$ cat src/rtl/rom_arb_pkg.sv
// Shared types for the character/graphics ROM arbiter: owner tags, grant state
// encodings and default ROM geometry.
package rom_arb_pkg;

  localparam int unsigned ROM_ADDR_W = 14;
  localparam int unsigned ROM_DATA_W = 8;

  typedef enum logic [1:0] {
    OWN_NONE = 2'd0,
    OWN_CPU  = 2'd1,
    OWN_VID  = 2'd2
  } owner_e;

  typedef logic [1:0] gnt_state_t;
  localparam gnt_state_t GST_IDLE = 2'd0;
  localparam gnt_state_t GST_CPU  = 2'd1;
  localparam gnt_state_t GST_VID  = 2'd2;

endpackage

$ cat src/rtl/rom_arbiter_if.sv
// Requester-side bundle of the ROM arbiter: CPU and video read ports plus the
// grant state for debug. master = requesters, slave = arbiter.
interface rom_arbiter_if #(
  parameter int unsigned ADDR_W = rom_arb_pkg::ROM_ADDR_W,
  parameter int unsigned DATA_W = rom_arb_pkg::ROM_DATA_W
);
  logic              cpu_req;
  logic [ADDR_W-1:0] cpu_addr;
  logic              cpu_ack;
  logic [DATA_W-1:0] cpu_rdata;
  logic              cpu_rvalid;

  logic              vid_req;
  logic [ADDR_W-1:0] vid_addr;
  logic              vid_ack;
  logic [DATA_W-1:0] vid_rdata;
  logic              vid_rvalid;

  rom_arb_pkg::gnt_state_t gnt_state;

  modport master (
    output cpu_req, cpu_addr, vid_req, vid_addr,
    input  cpu_ack, cpu_rdata, cpu_rvalid, vid_ack, vid_rdata, vid_rvalid, gnt_state
  );

  modport slave (
    input  cpu_req, cpu_addr, vid_req, vid_addr,
    output cpu_ack, cpu_rdata, cpu_rvalid, vid_ack, vid_rdata, vid_rvalid, gnt_state
  );

endinterface

$ cat src/rtl/rom_arb_tag_pipe.sv
// Two-deep owner tag shift register that tracks each access through the ROM's
// registered read; stage 1 marks the cycle in which rom_Dout is valid.
module rom_arb_tag_pipe
  import rom_arb_pkg::*;
(
  input  logic   clk,
  input  logic   reset,
  input  owner_e tag_in,
  output owner_e tag_out,
  output logic   busy
);

  owner_e s0_q, s1_q;

  always_ff @(posedge clk) begin
    if (reset) begin
      s0_q <= OWN_NONE;
      s1_q <= OWN_NONE;
    end else begin
      s0_q <= tag_in;
      s1_q <= s0_q;
    end
  end

  assign tag_out = s1_q;
  assign busy    = (s0_q != OWN_NONE) || (s1_q != OWN_NONE);

endmodule

$ cat src/rtl/rom_arbiter.sv
// Arbitrates one registered-read ROM between CPU and video, video first.
// Define ROM_ARB_FAIR_EN to bound CPU waiting to MAX_STREAK video grants.
module rom_arbiter
  import rom_arb_pkg::*;
#(
  parameter int unsigned ADDR_W     = ROM_ADDR_W,
  parameter int unsigned DATA_W     = ROM_DATA_W,
  parameter int unsigned MAX_STREAK = 4
) (
  input  logic              clk,
  input  logic              reset,
  rom_arbiter_if.slave      bus,
  output logic [ADDR_W-1:0] rom_A,
  output logic              rom_CS_b,
  output logic              rom_OE_b,
  input  logic [DATA_W-1:0] rom_Dout,
  output logic              busy
);

  // The streak counter is 3 bits wide.
  if (MAX_STREAK == 0 || MAX_STREAK > 7) begin : g_bad_streak
    $error("MAX_STREAK must lie in 1..7");
  end

  owner_e            grant;
  owner_e            tag_s1;
  logic              cpu_force;
  gnt_state_t        state_q;
  logic [DATA_W-1:0] cpu_rdata_q, vid_rdata_q;
  logic              cpu_rvalid_q, vid_rvalid_q;

  always_comb begin
    grant = OWN_NONE;
    if (!reset) begin
      if (cpu_force)        grant = OWN_CPU;
      else if (bus.vid_req) grant = OWN_VID;
      else if (bus.cpu_req) grant = OWN_CPU;
    end
  end

  assign bus.cpu_ack = (grant == OWN_CPU);
  assign bus.vid_ack = (grant == OWN_VID);

`ifdef ROM_ARB_FAIR_EN
  localparam logic [2:0] StreakMax = 3'(MAX_STREAK);
  logic [2:0] streak_q;

  // Counts video wins only while the CPU is actually waiting.
  always_ff @(posedge clk) begin
    if (reset || !bus.cpu_req || grant == OWN_CPU) begin
      streak_q <= 3'd0;
    end else if (grant == OWN_VID && streak_q != StreakMax) begin
      streak_q <= streak_q + 3'd1;
    end
  end

  assign cpu_force = bus.cpu_req && (streak_q == StreakMax);
`else
  assign cpu_force = 1'b0;
`endif

  always_ff @(posedge clk) begin
    if (reset) begin
      rom_A    <= '0;
      rom_CS_b <= 1'b1;
      rom_OE_b <= 1'b1;
      state_q  <= GST_IDLE;
    end else begin
      unique case (grant)
        OWN_CPU: begin
          rom_A    <= bus.cpu_addr;
          rom_CS_b <= 1'b0;
          rom_OE_b <= 1'b0;
          state_q  <= GST_CPU;
        end
        OWN_VID: begin
          rom_A    <= bus.vid_addr;
          rom_CS_b <= 1'b0;
          rom_OE_b <= 1'b0;
          state_q  <= GST_VID;
        end
        default: begin
          rom_CS_b <= 1'b1;
          rom_OE_b <= 1'b1;
          state_q  <= GST_IDLE;
        end
      endcase
    end
  end

  rom_arb_tag_pipe u_tag_pipe (
    .clk     (clk),
    .reset   (reset),
    .tag_in  (grant),
    .tag_out (tag_s1),
    .busy    (busy)
  );

  // rom_Dout is sampled only for a tagged access, so an undriven bus never leaks.
  always_ff @(posedge clk) begin
    if (reset) begin
      cpu_rdata_q  <= '0;
      vid_rdata_q  <= '0;
      cpu_rvalid_q <= 1'b0;
      vid_rvalid_q <= 1'b0;
    end else begin
      cpu_rvalid_q <= (tag_s1 == OWN_CPU);
      vid_rvalid_q <= (tag_s1 == OWN_VID);
      if (tag_s1 == OWN_CPU) cpu_rdata_q <= rom_Dout;
      if (tag_s1 == OWN_VID) vid_rdata_q <= rom_Dout;
    end
  end

  assign bus.cpu_rdata  = cpu_rdata_q;
  assign bus.cpu_rvalid = cpu_rvalid_q;
  assign bus.vid_rdata  = vid_rdata_q;
  assign bus.vid_rvalid = vid_rvalid_q;
  assign bus.gnt_state  = state_q;

endmodule

$ cat src/flat_wrapper.sv
// flat-port wrapper written by rule: the top's interface ports become plain ports
module rom_arbiter_flat import rom_arb_pkg::*;
#(
  parameter int unsigned ADDR_W     = ROM_ADDR_W,
  parameter int unsigned DATA_W     = ROM_DATA_W,
  parameter int unsigned MAX_STREAK = 4
)
  (clk, reset, rom_A, rom_CS_b, rom_OE_b, rom_Dout, busy, bus_cpu_req, bus_cpu_addr, bus_vid_req, bus_vid_addr, bus_cpu_ack, bus_cpu_rdata, bus_cpu_rvalid, bus_vid_ack, bus_vid_rdata, bus_vid_rvalid, bus_gnt_state);
  rom_arbiter_if #(.ADDR_W(ADDR_W), .DATA_W(DATA_W)) bus_i ();
  input  logic clk;
  input  logic reset;
  output logic [ADDR_W-1:0] rom_A;
  output logic rom_CS_b;
  output logic rom_OE_b;
  input  logic [DATA_W-1:0] rom_Dout;
  output logic busy;
  input wire logic [$bits(bus_i.cpu_req)-1:0] bus_cpu_req;
  input wire logic [$bits(bus_i.cpu_addr)-1:0] bus_cpu_addr;
  input wire logic [$bits(bus_i.vid_req)-1:0] bus_vid_req;
  input wire logic [$bits(bus_i.vid_addr)-1:0] bus_vid_addr;
  output wire logic [$bits(bus_i.cpu_ack)-1:0] bus_cpu_ack;
  output wire logic [$bits(bus_i.cpu_rdata)-1:0] bus_cpu_rdata;
  output wire logic [$bits(bus_i.cpu_rvalid)-1:0] bus_cpu_rvalid;
  output wire logic [$bits(bus_i.vid_ack)-1:0] bus_vid_ack;
  output wire logic [$bits(bus_i.vid_rdata)-1:0] bus_vid_rdata;
  output wire logic [$bits(bus_i.vid_rvalid)-1:0] bus_vid_rvalid;
  output wire logic [$bits(bus_i.gnt_state)-1:0] bus_gnt_state;
  assign bus_i.cpu_req = bus_cpu_req;
  assign bus_i.cpu_addr = bus_cpu_addr;
  assign bus_i.vid_req = bus_vid_req;
  assign bus_i.vid_addr = bus_vid_addr;
  assign bus_cpu_ack = bus_i.cpu_ack;
  assign bus_cpu_rdata = bus_i.cpu_rdata;
  assign bus_cpu_rvalid = bus_i.cpu_rvalid;
  assign bus_vid_ack = bus_i.vid_ack;
  assign bus_vid_rdata = bus_i.vid_rdata;
  assign bus_vid_rvalid = bus_i.vid_rvalid;
  assign bus_gnt_state = bus_i.gnt_state;
  rom_arbiter #(.ADDR_W(ADDR_W), .DATA_W(DATA_W), .MAX_STREAK(MAX_STREAK)) u_core (.clk(clk), .reset(reset), .bus(bus_i), .rom_A(rom_A), .rom_CS_b(rom_CS_b), .rom_OE_b(rom_OE_b), .rom_Dout(rom_Dout), .busy(busy));
endmodule
$ cat config.mk
export PLATFORM = sky130hd
export DESIGN_NAME = rom_arbiter_flat
export DESIGN_NICKNAME = d
export VERILOG_FILES = /design/src/rtl/rom_arb_pkg.sv /design/src/rtl/rom_arbiter_if.sv /design/src/rtl/rom_arb_tag_pipe.sv /design/src/rtl/rom_arbiter.sv /design/src/flat_wrapper.sv
export SDC_FILE = /design/constraint.sdc
export NUM_CORES = 1
export LEC_CHECK = 0
export ABC_AREA = 1
export ABC_CLOCK_PERIOD_IN_PS = 1700
export CAP_MARGIN = 25
export CELL_PAD_IN_SITES_DETAIL_PLACEMENT = 1
export CELL_PAD_IN_SITES_GLOBAL_PLACEMENT = 1
export CORE_ASPECT_RATIO = 0.75
export CORE_MARGIN = 1.5
export CORE_UTILIZATION = 41
export CTS_CLUSTER_SIZE = 10
export DETAILED_ROUTE_END_ITERATION = 12
export DONT_BUFFER_PORTS = 1
export GPL_TIMING_DRIVEN = 1
export PLACE_DENSITY = 0.76
export SETUP_SLACK_MARGIN = 0.4
export SYNTH_ARGS = -nofsm -noshare
export SYNTH_HDL_FRONTEND = slang
export SYNTH_HIERARCHICAL = 1
export SYNTH_SLANG_ARGS = --single-unit
export TNS_END_PERCENT = 100
$ cat constraint.sdc
create_clock -name clk -period 1.7 [get_ports clk]
set_input_delay 0.425 -clock clk [delete_from_list [all_inputs] [get_ports clk]]
set_output_delay 0.425 -clock clk [all_outputs]
set_load 0.01 [all_outputs]
==> results by group, run 1 <==
Synthesis
  – Synthesized area per cell: 6.92 sq um
  – Post-synthesis register bit count: 39
  – Synthesized Nets: 293
  – Synth Cell Area: 1740 sq um
  – Adder-cell share of the synthesized area: 1.44%
  – Syn Inst Count: 251
  – Post-synthesis sequential area ratio: 45.0%
  – Synthesis Warnings: 6
  – Mux cell area share after synthesis: 0%
  – Simple-Gate Fraction of Synth Area: 38.2%
  – Largest family of logic cells by synthesized area: simple AND/OR/NAND/NOR gates
  – Area fraction in compound gates after synthesis: 0%
  – Synth Area in XOR/XNOR: 0%
  – Synth unique cells: 14

Worst setup path
  – Critical path type: in -> out
  – Worst path required time: 1.27 ns
  – CP Max Fanout: 17
  – CP Launch Type: input pin
  – Worst endpoint data arrival time: 0.93 ns
  – Slowest library cell on the worst path: ha_2
  – CP max stage delay: 0.21 ns
  – Critical Path End Type: primary output
  – Cell family with most CP delay: adder cells
  – CP Buf/Inv Count: 2
  – Cell Chain, Critical Path: inv_8 -> nand3_4 -> inv_1 -> ha_2

Drt
  – Vias/cell: 4.42
  – # DRC: 0
  – Via Count: 1383
  – Pre-antenna DRT Iters: 4
  – Drt wl/cell: 13.0 microns
  – DR iter-0 viols: 52
  – Total wire length: 4.08 mm
  – DRT antenna net count: 0

Clocking
  – CTS Hold Buffers Added: 0
  – Clock latency on the worst-skew pair: 0.28 ns
  – CTS tree: built
  – H-tree depth: 2
  – Cts bufs inserted: 5
  – Max Root-Sink Buffers: 2
  – Num Clock Sinks: 39
  – Reg clk slew, reported paths: 0.08 ns
  – Root Buffer: clkbuf_8

Global route
  – First-pass GRT wire length: 6.22 mm
  – GRT Resource Usage Total: 17.5%
  – Vias in the first global route: 1284
  – Initial antenna violation count: 0
  – Largest net degree at the start of global routing: 18
  – GRT Residual Overflow: 0

STA
  – Final critical-path required period: 1.35 ns
  – # setup viols final: 0
  – Worst-margin pin slew: 0.368 ns
  – Final setup TNS: 0 ns
  – Slew HR: 75.4%
  – Fmax: 0.739 GHz
  – Slew Viols, Final: 0
  – Fin. Hold Viols: 0
  – Hold WS: 0.201 ns
  – RSZ-0062 raised after global routing: yes
  – Layout Skew: 0.00554 ns
  – Final Cycle Share: 79.6%

Floorplanning
  – Die height: 59.4 microns
  – Core area: 4050 sq um
  – I/O pin count: 79
  – Die width: 78.2 microns
  – Die area: 4640 sq um
  – Row count: 20
  – Initial Util: 42.8%

Finish
  – Inserted Diodes: 0
  – Commonest non-fill, non-tap cell in the layout: nand2_1
  – Final net count: 299
  – Most frequent cells in the layout: 63 x nand2_1, 44 x inv_1, 40 x nor2_1
  – Layout cells sized above 1: 15.5%
  – Area grow syn2layout: 10.9%
  – Final core occ: 47.5%

Job
  – Max-Cap Viols: 0

Place
  – Gp weighted congestion: 0.718
  – Dpl hpwl: 2.95 mm
  – Port Buffers: 0

Status
  – Run status: finished, final reports clean

Power and ir drop
  – VDD IR max: 0.000526 V
  – Power Density: 932 nW/um^2
  – Leak pwr: 0.979 nW

Hold path
  – Worst min-delay path category: in -> reg
==> final cells by class <==
class | count | area (sq um)
Fill cell | 562 | 2130
Timing Repair Buffer | 8 | 67.6
Multi-Input combinational cell | 153 | 723
Clock inverter | 1 | 5.00
Tap cell | 55 | 68.8
Sequential cell | 39 | 786
Clock buffer | 7 | 76.3
Inverter | 50 | 199
==> repair_timing <==
item,in CTS,in global routing
buffers inserted,3,2
setup endpoints to repair,3,3
pin swaps,2,0
gates resized for setup,5,1
==> synthesized netlist by cell type (all sizes together) <==
master / count / share of area (%)
nor2: 45 / 11
dfxtp: 39 / 45
nand3: 31 / 8.9
nand2: 73 / 17
nor3: 2 / 0.58
inv: 50 / 11
ha: 2 / 1.4
buf: 9 / 4.5
==> kinds of logic (layout without fill, tap and decap cells) <==
logic type    count (synthesis)  count (layout)
buf+inv                      59              66
fa+ha+maj                     2               2
simple gates                151             151
flops                        39              39
==> through the flow <==
| step | cell area (sq um) | instances | power [mW] | worst slack (ns) |
|---|---|---|---|---|
| 2_1_floorplan | 1780 | 251 | 1.19 | 0.244 |
| 3_3_place_gp | 1800 | 300 | 1.21 | 0.212 |
| 3_5_place_dp | 1800 | 300 | 1.22 | 0.140 |
| 4_1_cts | 1910 | 311 | 1.82 | 0.343 |
| 5_1_grt | 1930 | 313 | 1.89 | 0.302 |
| 6_report | 1930 | 313 | 1.79 | 0.346 |
==> metal layers <==
layer / GRT usage (%) / part of all wire (%)
met3: 5.85 / 6.3
met2: 26.0 / 42
met5: 0 / 0
met1: 24.6 / 51
met4: 4.59 / 0.44
==> flip-flops by register name, indices dropped and copies added, names as in the netlist <==
register and flops:
u_core/bus.vid_rdata 8, u_core/bus.cpu_rdata 8, u_core/rom_A 14, u_core/u_tag_pipe/s0_q 2, u_core/bus.cpu_rvalid 1, u_core/rom_OE_b 1
u_core/u_tag_pipe/tag_out 2, u_core/bus.vid_rvalid 1, u_core/bus.gnt_state 2
==> final timing paths <==
| kind | from | to | slack [ns] | cells after the start |
|---|---|---|---|---|
| setup / recovery | reset | bus_cpu_ack | 0.35 | 4 |
| hold / removal | reset | u_core/u_tag_pipe/tag_out[1] | 0.20 | 1 |
| setup reg to reg | u_core/u_tag_pipe/tag_out[0] | u_core/bus.cpu_rdata[5] | 0.62 | 5 |
| hold reg to reg | u_core/u_tag_pipe/s0_q[1] | u_core/u_tag_pipe/tag_out[1] | 0.43 | 2 |
==> power breakdown <==
part	internal, mW	leakage (nW)	switching, mW
combinational	0.0756	0.618	0.118
sequential	0.957	0.319	0.0517
clock	0.288	0.0422	0.305
(Power assumes the default switching activity.)
==> run 2: changes to the inputs <==
--- a/config.mk
+++ b/config.mk
@@ -6,18 +6,18 @@
 export NUM_CORES = 1
 export LEC_CHECK = 0
 export ABC_AREA = 1
-export ABC_CLOCK_PERIOD_IN_PS = 1700
+export ABC_CLOCK_PERIOD_IN_PS = 1200
 export CAP_MARGIN = 25
 export CELL_PAD_IN_SITES_DETAIL_PLACEMENT = 1
 export CELL_PAD_IN_SITES_GLOBAL_PLACEMENT = 1
 export CORE_ASPECT_RATIO = 0.75
 export CORE_MARGIN = 1.5
-export CORE_UTILIZATION = 41
+export CORE_UTILIZATION = 37
 export CTS_CLUSTER_SIZE = 10
 export DETAILED_ROUTE_END_ITERATION = 12
 export DONT_BUFFER_PORTS = 1
 export GPL_TIMING_DRIVEN = 1
-export PLACE_DENSITY = 0.76
+export PLACE_DENSITY = 0.73
 export SETUP_SLACK_MARGIN = 0.4
 export SYNTH_ARGS = -nofsm -noshare
 export SYNTH_HDL_FRONTEND = slang
==> constraint.sdc (replaced) <==
create_clock -name clk -period 1.2 [get_ports clk]
set_input_delay 0.3 -clock clk [delete_from_list [all_inputs] [get_ports clk]]
set_output_delay 0.3 -clock clk [all_outputs]
set_load 0.01 [all_outputs]
==> results by group, run 2 (synthesis gave the netlist of run 1 again) <==
Drt
  – DRT antenna net count: 0
  – Drt wl/cell: 15.0 microns
  – Vias/cell: 4.73
  – Via Count: 1574
  – Pre-antenna DRT Iters: 4
  – DR iter-0 viols: 57
  – Total wire length: 5.01 mm
  – # DRC: 0

Clocking
  – CTS tree: built
  – Num Clock Sinks: 39
  – Clock latency on the worst-skew pair: 0.29 ns
  – Cts bufs inserted: 5
  – Root Buffer: clkbuf_8
  – H-tree depth: 2
  – Max Root-Sink Buffers: 2
  – Reg clk slew, reported paths: 0.07 ns
  – CTS Hold Buffers Added: 0

Finish
  – Fillers: 546
  – Most frequent cells in the layout: 50 x nand2_1, 42 x inv_1, 35 x nor2_1
  – Area of the multi-input gates: 958 sq um
  – Reg area: 876 sq um
  – Finished Cell Area: 2580 sq um
  – Final core occ: 57.3%
  – Largest reg by FF count: u_core/rom_A
  – Max reg flops: 14
  – Layout cells sized above 1: 50.0%
  – Final net count: 317
  – Commonest non-fill, non-tap cell in the layout: nand2_1
  – Area grow syn2layout: 48.3%
  – Inserted Diodes: 0

Floorplanning
  – Die width: 82.1 microns
  – Core area: 4490 sq um
  – Die height: 62.3 microns
  – Die area: 5120 sq um
  – I/O pin count: 79
  – Row count: 21
  – Initial Util: 38.7%

STA
  – Fmax: 0.847 GHz
  – Fin. Hold Viols: 0
  – # setup viols final: 0
  – Slew HR: 81.3%
  – Final Cycle Share: 98.4%
  – Setup slack after layout: 0.0197 ns
  – Layout Skew: 0.00278 ns
  – Worst-margin pin slew: 0.280 ns
  – Final critical-path required period: 1.18 ns
  – RSZ-0062 raised after global routing: yes
  – Slew Viols, Final: 0

Job
  – Max-Cap Viols: 0

Worst setup path
  – Worst path required time: 0.90 ns
  – Critical path type: in -> out
  – Worst endpoint data arrival time: 0.88 ns
  – Critical Path End Type: primary output
  – CP Max Fanout: 2
  – CP Launch Type: input pin

Global route
  – Vias in the first global route: 1591
  – GRT Resource Usage Total: 19.2%
  – Largest net degree at the start of global routing: 17
  – GRT Residual Overflow: 0
  – First-pass GRT wire length: 7.38 mm
  – Initial antenna violation count: 0

Place
  – Gp weighted congestion: 0.709
  – Port Buffers: 0
  – Dpl ws: -0.104 ns
  – Dpl hpwl: 2.96 mm
  – Post-Place Cell Area: 1860 sq um

Hold path
  – Worst min-delay path category: in -> reg

Power and ir drop
  – VDD IR max: 0.000645 V
  – Leak pwr: 1.24 nW
  – Power Density: 1160 nW/um^2
  – Pwr Total: 3.00 mW

Status
  – Run status: finished, final reports clean
-- run 2: changes by cell type in the layout (fill, tap and decap cells not counted), moves of 5 or more --
cell / before / now
nand2_4: 0 / 6
nand2_2: 10 / 17
nand3_2: 0 / 16
dfxtp_4: 1 / 19
nor2_1: 40 / 35
nand3_1: 30 / 10
dfxtp_2: 1 / 19
buf_6: 0 / 11
nand2_1: 63 / 50
dfxtp_1: 37 / 1
-- run 2: repair_timing --
action                                 4_1_cts  5_1_grt
setup endpoints to repair                   72       74
pin swaps                                   59       42
setup buffers                                6        7
gates cloned                                 3        1
endpoints found under the hold margin        0        0
gates resized for setup                     83       61
-- run 2: worst max-delay path, cell delays in order --
cell and delay [ns]:
clkinvlp_4 0.10, nor2_4 0.16, buf_6 0.13, inv_4 0.03, ha_4 0.16
-- run 2: path summary, 6_finish.rpt --
kind,start,end,slack (ns),depth (start not counted)
setup / recovery,bus_vid_req,bus_cpu_ack,0.02,5
hold / removal,reset,u_core/bus.gnt_state[1],0.06,1
setup reg to reg,u_core/u_tag_pipe/tag_out[0],u_core/bus.vid_rdata[2],0.15,5
hold reg to reg,u_core/u_tag_pipe/s0_q[0],u_core/u_tag_pipe/tag_out[0],0.44,2
-- run 2: final cells by class --
class / count / share of cell area [%]
Clock buffer: 6 / 3.21
Clock inverter: 2 / 1.36
Inverter: 50 / 8.69
Multi-Input combinational cell: 153 / 37.2
Sequential cell: 39 / 34.0
Tap cell: 57 / 2.77
Timing Repair Buffer: 24 / 12.0
Timing Repair inverter: 2 / 0.777
-- run 2: layer usage --
layer / wire length [microns] / GRT usage, % / part of all wire, %
met1: 2280 / 23.2 / 46
met2: 2450 / 31.9 / 49
met3: 240 / 6.32 / 4.8
met4: 38 / 5.93 / 0.76
met5: 0 / 0 / 0
-- run 2: through the flow --
| step | hold WS, ns | TNS (ns) | instances |
|---|---|---|---|
| floorplan | 0.364 | -1.38 | 251 |
| global placement | 0.367 | -0.751 | 308 |
| detailed placement | 0.370 | -1.30 | 308 |
| CTS | 0.0589 | 0 | 325 |
| global route | 0.0339 | -0.0154 | 333 |
| finish | 0.0630 | 0 | 333 |
-- run 2: report_power, final --
group / internal (mW) / switching (mW) / total [mW]
clock network: 0.673 / 0.462 / 1.13
logic: 0.192 / 0.240 / 0.432
registers: 1.35 / 0.0824 / 1.43
==> run 3: changes to the inputs <==
--- a/config.mk
+++ b/config.mk
@@ -17,10 +17,9 @@
 export DETAILED_ROUTE_END_ITERATION = 12
 export DONT_BUFFER_PORTS = 1
 export GPL_TIMING_DRIVEN = 1
-export PLACE_DENSITY = 0.73
+export PLACE_DENSITY = 0.72
 export SETUP_SLACK_MARGIN = 0.4
 export SYNTH_ARGS = -nofsm -noshare
 export SYNTH_HDL_FRONTEND = slang
-export SYNTH_HIERARCHICAL = 1
 export SYNTH_SLANG_ARGS = --single-unit
 export TNS_END_PERCENT = 100
==> results by group, run 3 <==
Status
  – Run status: finished, final reports clean

Clocking
  – CTS tree: built
  – CTS Hold Buffers Added: 0
  – Num Clock Sinks: 39
  – H-tree depth: 2
  – Reg clk slew, reported paths: 0.08 ns
  – Cts bufs inserted: 5
  – Root Buffer: clkbuf_8
  – Max Root-Sink Buffers: 2
  – Clock latency on the worst-skew pair: 0.29 ns

Worst setup path
  – Critical path type: in -> out
  – CP Launch Type: input pin
  – Reg2Reg Setup Slack: 0.11 ns
  – Slowest library cell on the worst path: ha_4
  – Worst endpoint data arrival time: 0.85 ns
  – Critical Path End Type: primary output
  – Worst path required time: 0.90 ns
  – CP Buf/Inv Count: 3
  – CP max stage delay: 0.16 ns
  – CP Max Fanout: 3
  – Cell family with most CP delay: buffers and inverters
  – Cell Chain, Critical Path: clkinvlp_4 -> nor2_4 -> buf_6 -> inv_2 -> ha_4

STA
  – Hold WS: 0.0598 ns
  – Slew HR: 80.9%
  – Final Cycle Share: 95.9%
  – Final setup TNS: 0 ns
  – Fin. Hold Viols: 0
  – Layout Skew: 0.00997 ns
  – # setup viols final: 0
  – Slew Viols, Final: 0
  – Final critical-path required period: 1.15 ns
  – RSZ-0062 raised after global routing: yes
  – Setup slack after layout: 0.0493 ns
  – Worst-margin pin slew: 0.286 ns
  – Fmax: 0.869 GHz

Floorplanning
  – Die area: 5150 sq um
  – Die width: 82.3 microns
  – I/O pin count: 79
  – Die height: 62.5 microns
  – Row count: 21
  – Core area: 4490 sq um
  – Initial Util: 38.9%

Finish
  – Final net count: 315
  – Finished Cell Area: 2430 sq um
  – Commonest non-fill, non-tap cell in the layout: nand2_1
  – Most frequent cells in the layout: 62 x nand2_1, 38 x inv_1, 31 x nor2_1
  – Layout cells sized above 1: 46.7%
  – Largest reg by FF count: u_core.rom_A
  – Inserted Diodes: 0
  – Final core occ: 54.1%
  – Area grow syn2layout: 39.3%
  – Final std cells w/o fill: 331
  – Max reg flops: 14

Drt
  – Vias/cell: 4.71
  – Via Count: 1559
  – Drt wl/cell: 14.7 microns
  – DRT antenna net count: 0
  – Pre-antenna DRT Iters: 4
  – Total wire length: 4.85 mm
  – # DRC: 0
  – DR iter-0 viols: 19

Power and ir drop
  – P_int: 1.95 mW
  – Net load switching power: 781 uW
  – Clk pwr share: 31.4%
  – Comb pwr share: 15.6%
  – Switching Share: 28.6%
  – Leak pwr: 1.17 nW
  – Power Density: 1120 nW/um^2
  – Pwr Total: 2.73 mW
  – VDD IR max: 0.000584 V
  – Reg power frac: 53.1%

Place
  – Port Buffers: 0
  – Gp weighted congestion: 0.751
  – Post-Place Cell Area: 1880 sq um
  – Cells after DPL: 305
  – Dpl ws: -0.190 ns
  – Dpl hpwl: 3.16 mm

Synthesis
  – Commonest cells in the synthesized netlist: 62 x nand2_1, 45 x inv_1, 39 x dfxtp_1
  – Synthesized area per cell: 7.01 sq um
  – Synth Cell Area: 1750 sq um
  – Synthesis Warnings: 0
  – Synthesized Nets: 291
  – Synth unique cells: 18
  – Post-synthesis register bit count: 39
  – Post-synth EDFFs: 0
  – Async SR Flop Fraction: 0%
  – Top-count cell post-synth: nand2_1
  – Post-synthesis sequential area ratio: 44.7%
  – Area fraction of the dominant cell type after synthesis: 44.7%
  – Commonest register cell after synthesis: dfxtp_1
  – Area contributors post-synth: dfxtp_1 45%, nand2_1 13%, inv_1 9.7%
  – Syn Inst Count: 249
  – Area leader, netlist: dfxtp_1

Global route
  – Initial antenna violation count: 0
  – First-pass GRT wire length: 7.61 mm
  – Vias in the first global route: 1613
  – Largest net degree at the start of global routing: 17
  – GRT Resource Usage Total: 19.4%
  – GRT Residual Overflow: 0

Job
  – Max-Cap Viols: 0

Hold path
  – Worst min-delay path category: in -> reg
[run 3: changes by cell type after synthesis, sizes merged]
| cell | delta |
|---|---|
| buf | +2 |
| inv | -1 |
| nand2 | -1 |
| nand4 | +1 |
| nor2 | -3 |
[run 3: metal layers]
metal / track usage [%] / wire length [microns]
met1: 25.7 / 2270
met2: 29.7 / 2210
met3: 7.01 / 330
met4: 5.08 / 40
met5: 0 / 0
[run 3: final timing paths]
| path | from | end | depth (start not counted) |
|---|---|---|---|
| min | reset | u_core.bus.gnt_state[1] | 1 |
| max | bus_vid_req | bus_cpu_ack | 5 |
| max reg2reg | u_core.u_tag_pipe.tag_out[1] | u_core.bus.cpu_rdata[0] | 6 |
| min reg2reg | u_core.u_tag_pipe.s0_q[0] | u_core.u_tag_pipe.tag_out[0] | 2 |
[run 3: power by group through the flow]
stage / Clock (mW) / Sequential [mW] / Combinational, mW
after detailed placement: 0 / 1.48 / 0.312
after global placement: 0 / 1.48 / 0.301
after global routing: 0.957 / 1.46 / 0.472
after CTS: 0.894 / 1.46 / 0.387
after floorplan: 0 / 1.47 / 0.280
final: 0.856 / 1.45 / 0.425
[run 3: cell type report]
cell class,instances,area [sq um]
fill,560,2060
sequential,39,872
multi-input combinational,151,871
timing repair buffer,26,310
inverter,49,215
tap,57,71.3
clock buffer,5,68.8
clock inverter,3,15.0
timing repair inverter,1,8.76
[run 3: repair_timing]
action                     in CTS  in global routing
pin swaps                      35                 26
cloned                          2                  1
setup endpoints to repair      71                 74
setup buffers                  11                  4
gates resized for setup        74                 34
[run 3: logic make-up (layout without fill, tap and decap cells)]
kind of cell               Yosys count  count (layout)  share of synthesized area, %
DFF                                 39              39                          44.7
adders and majority gates            2               2                          1.43
buffers and inverters               60              84                          16.2
and+or+nand+nor                    148             149                          37.7
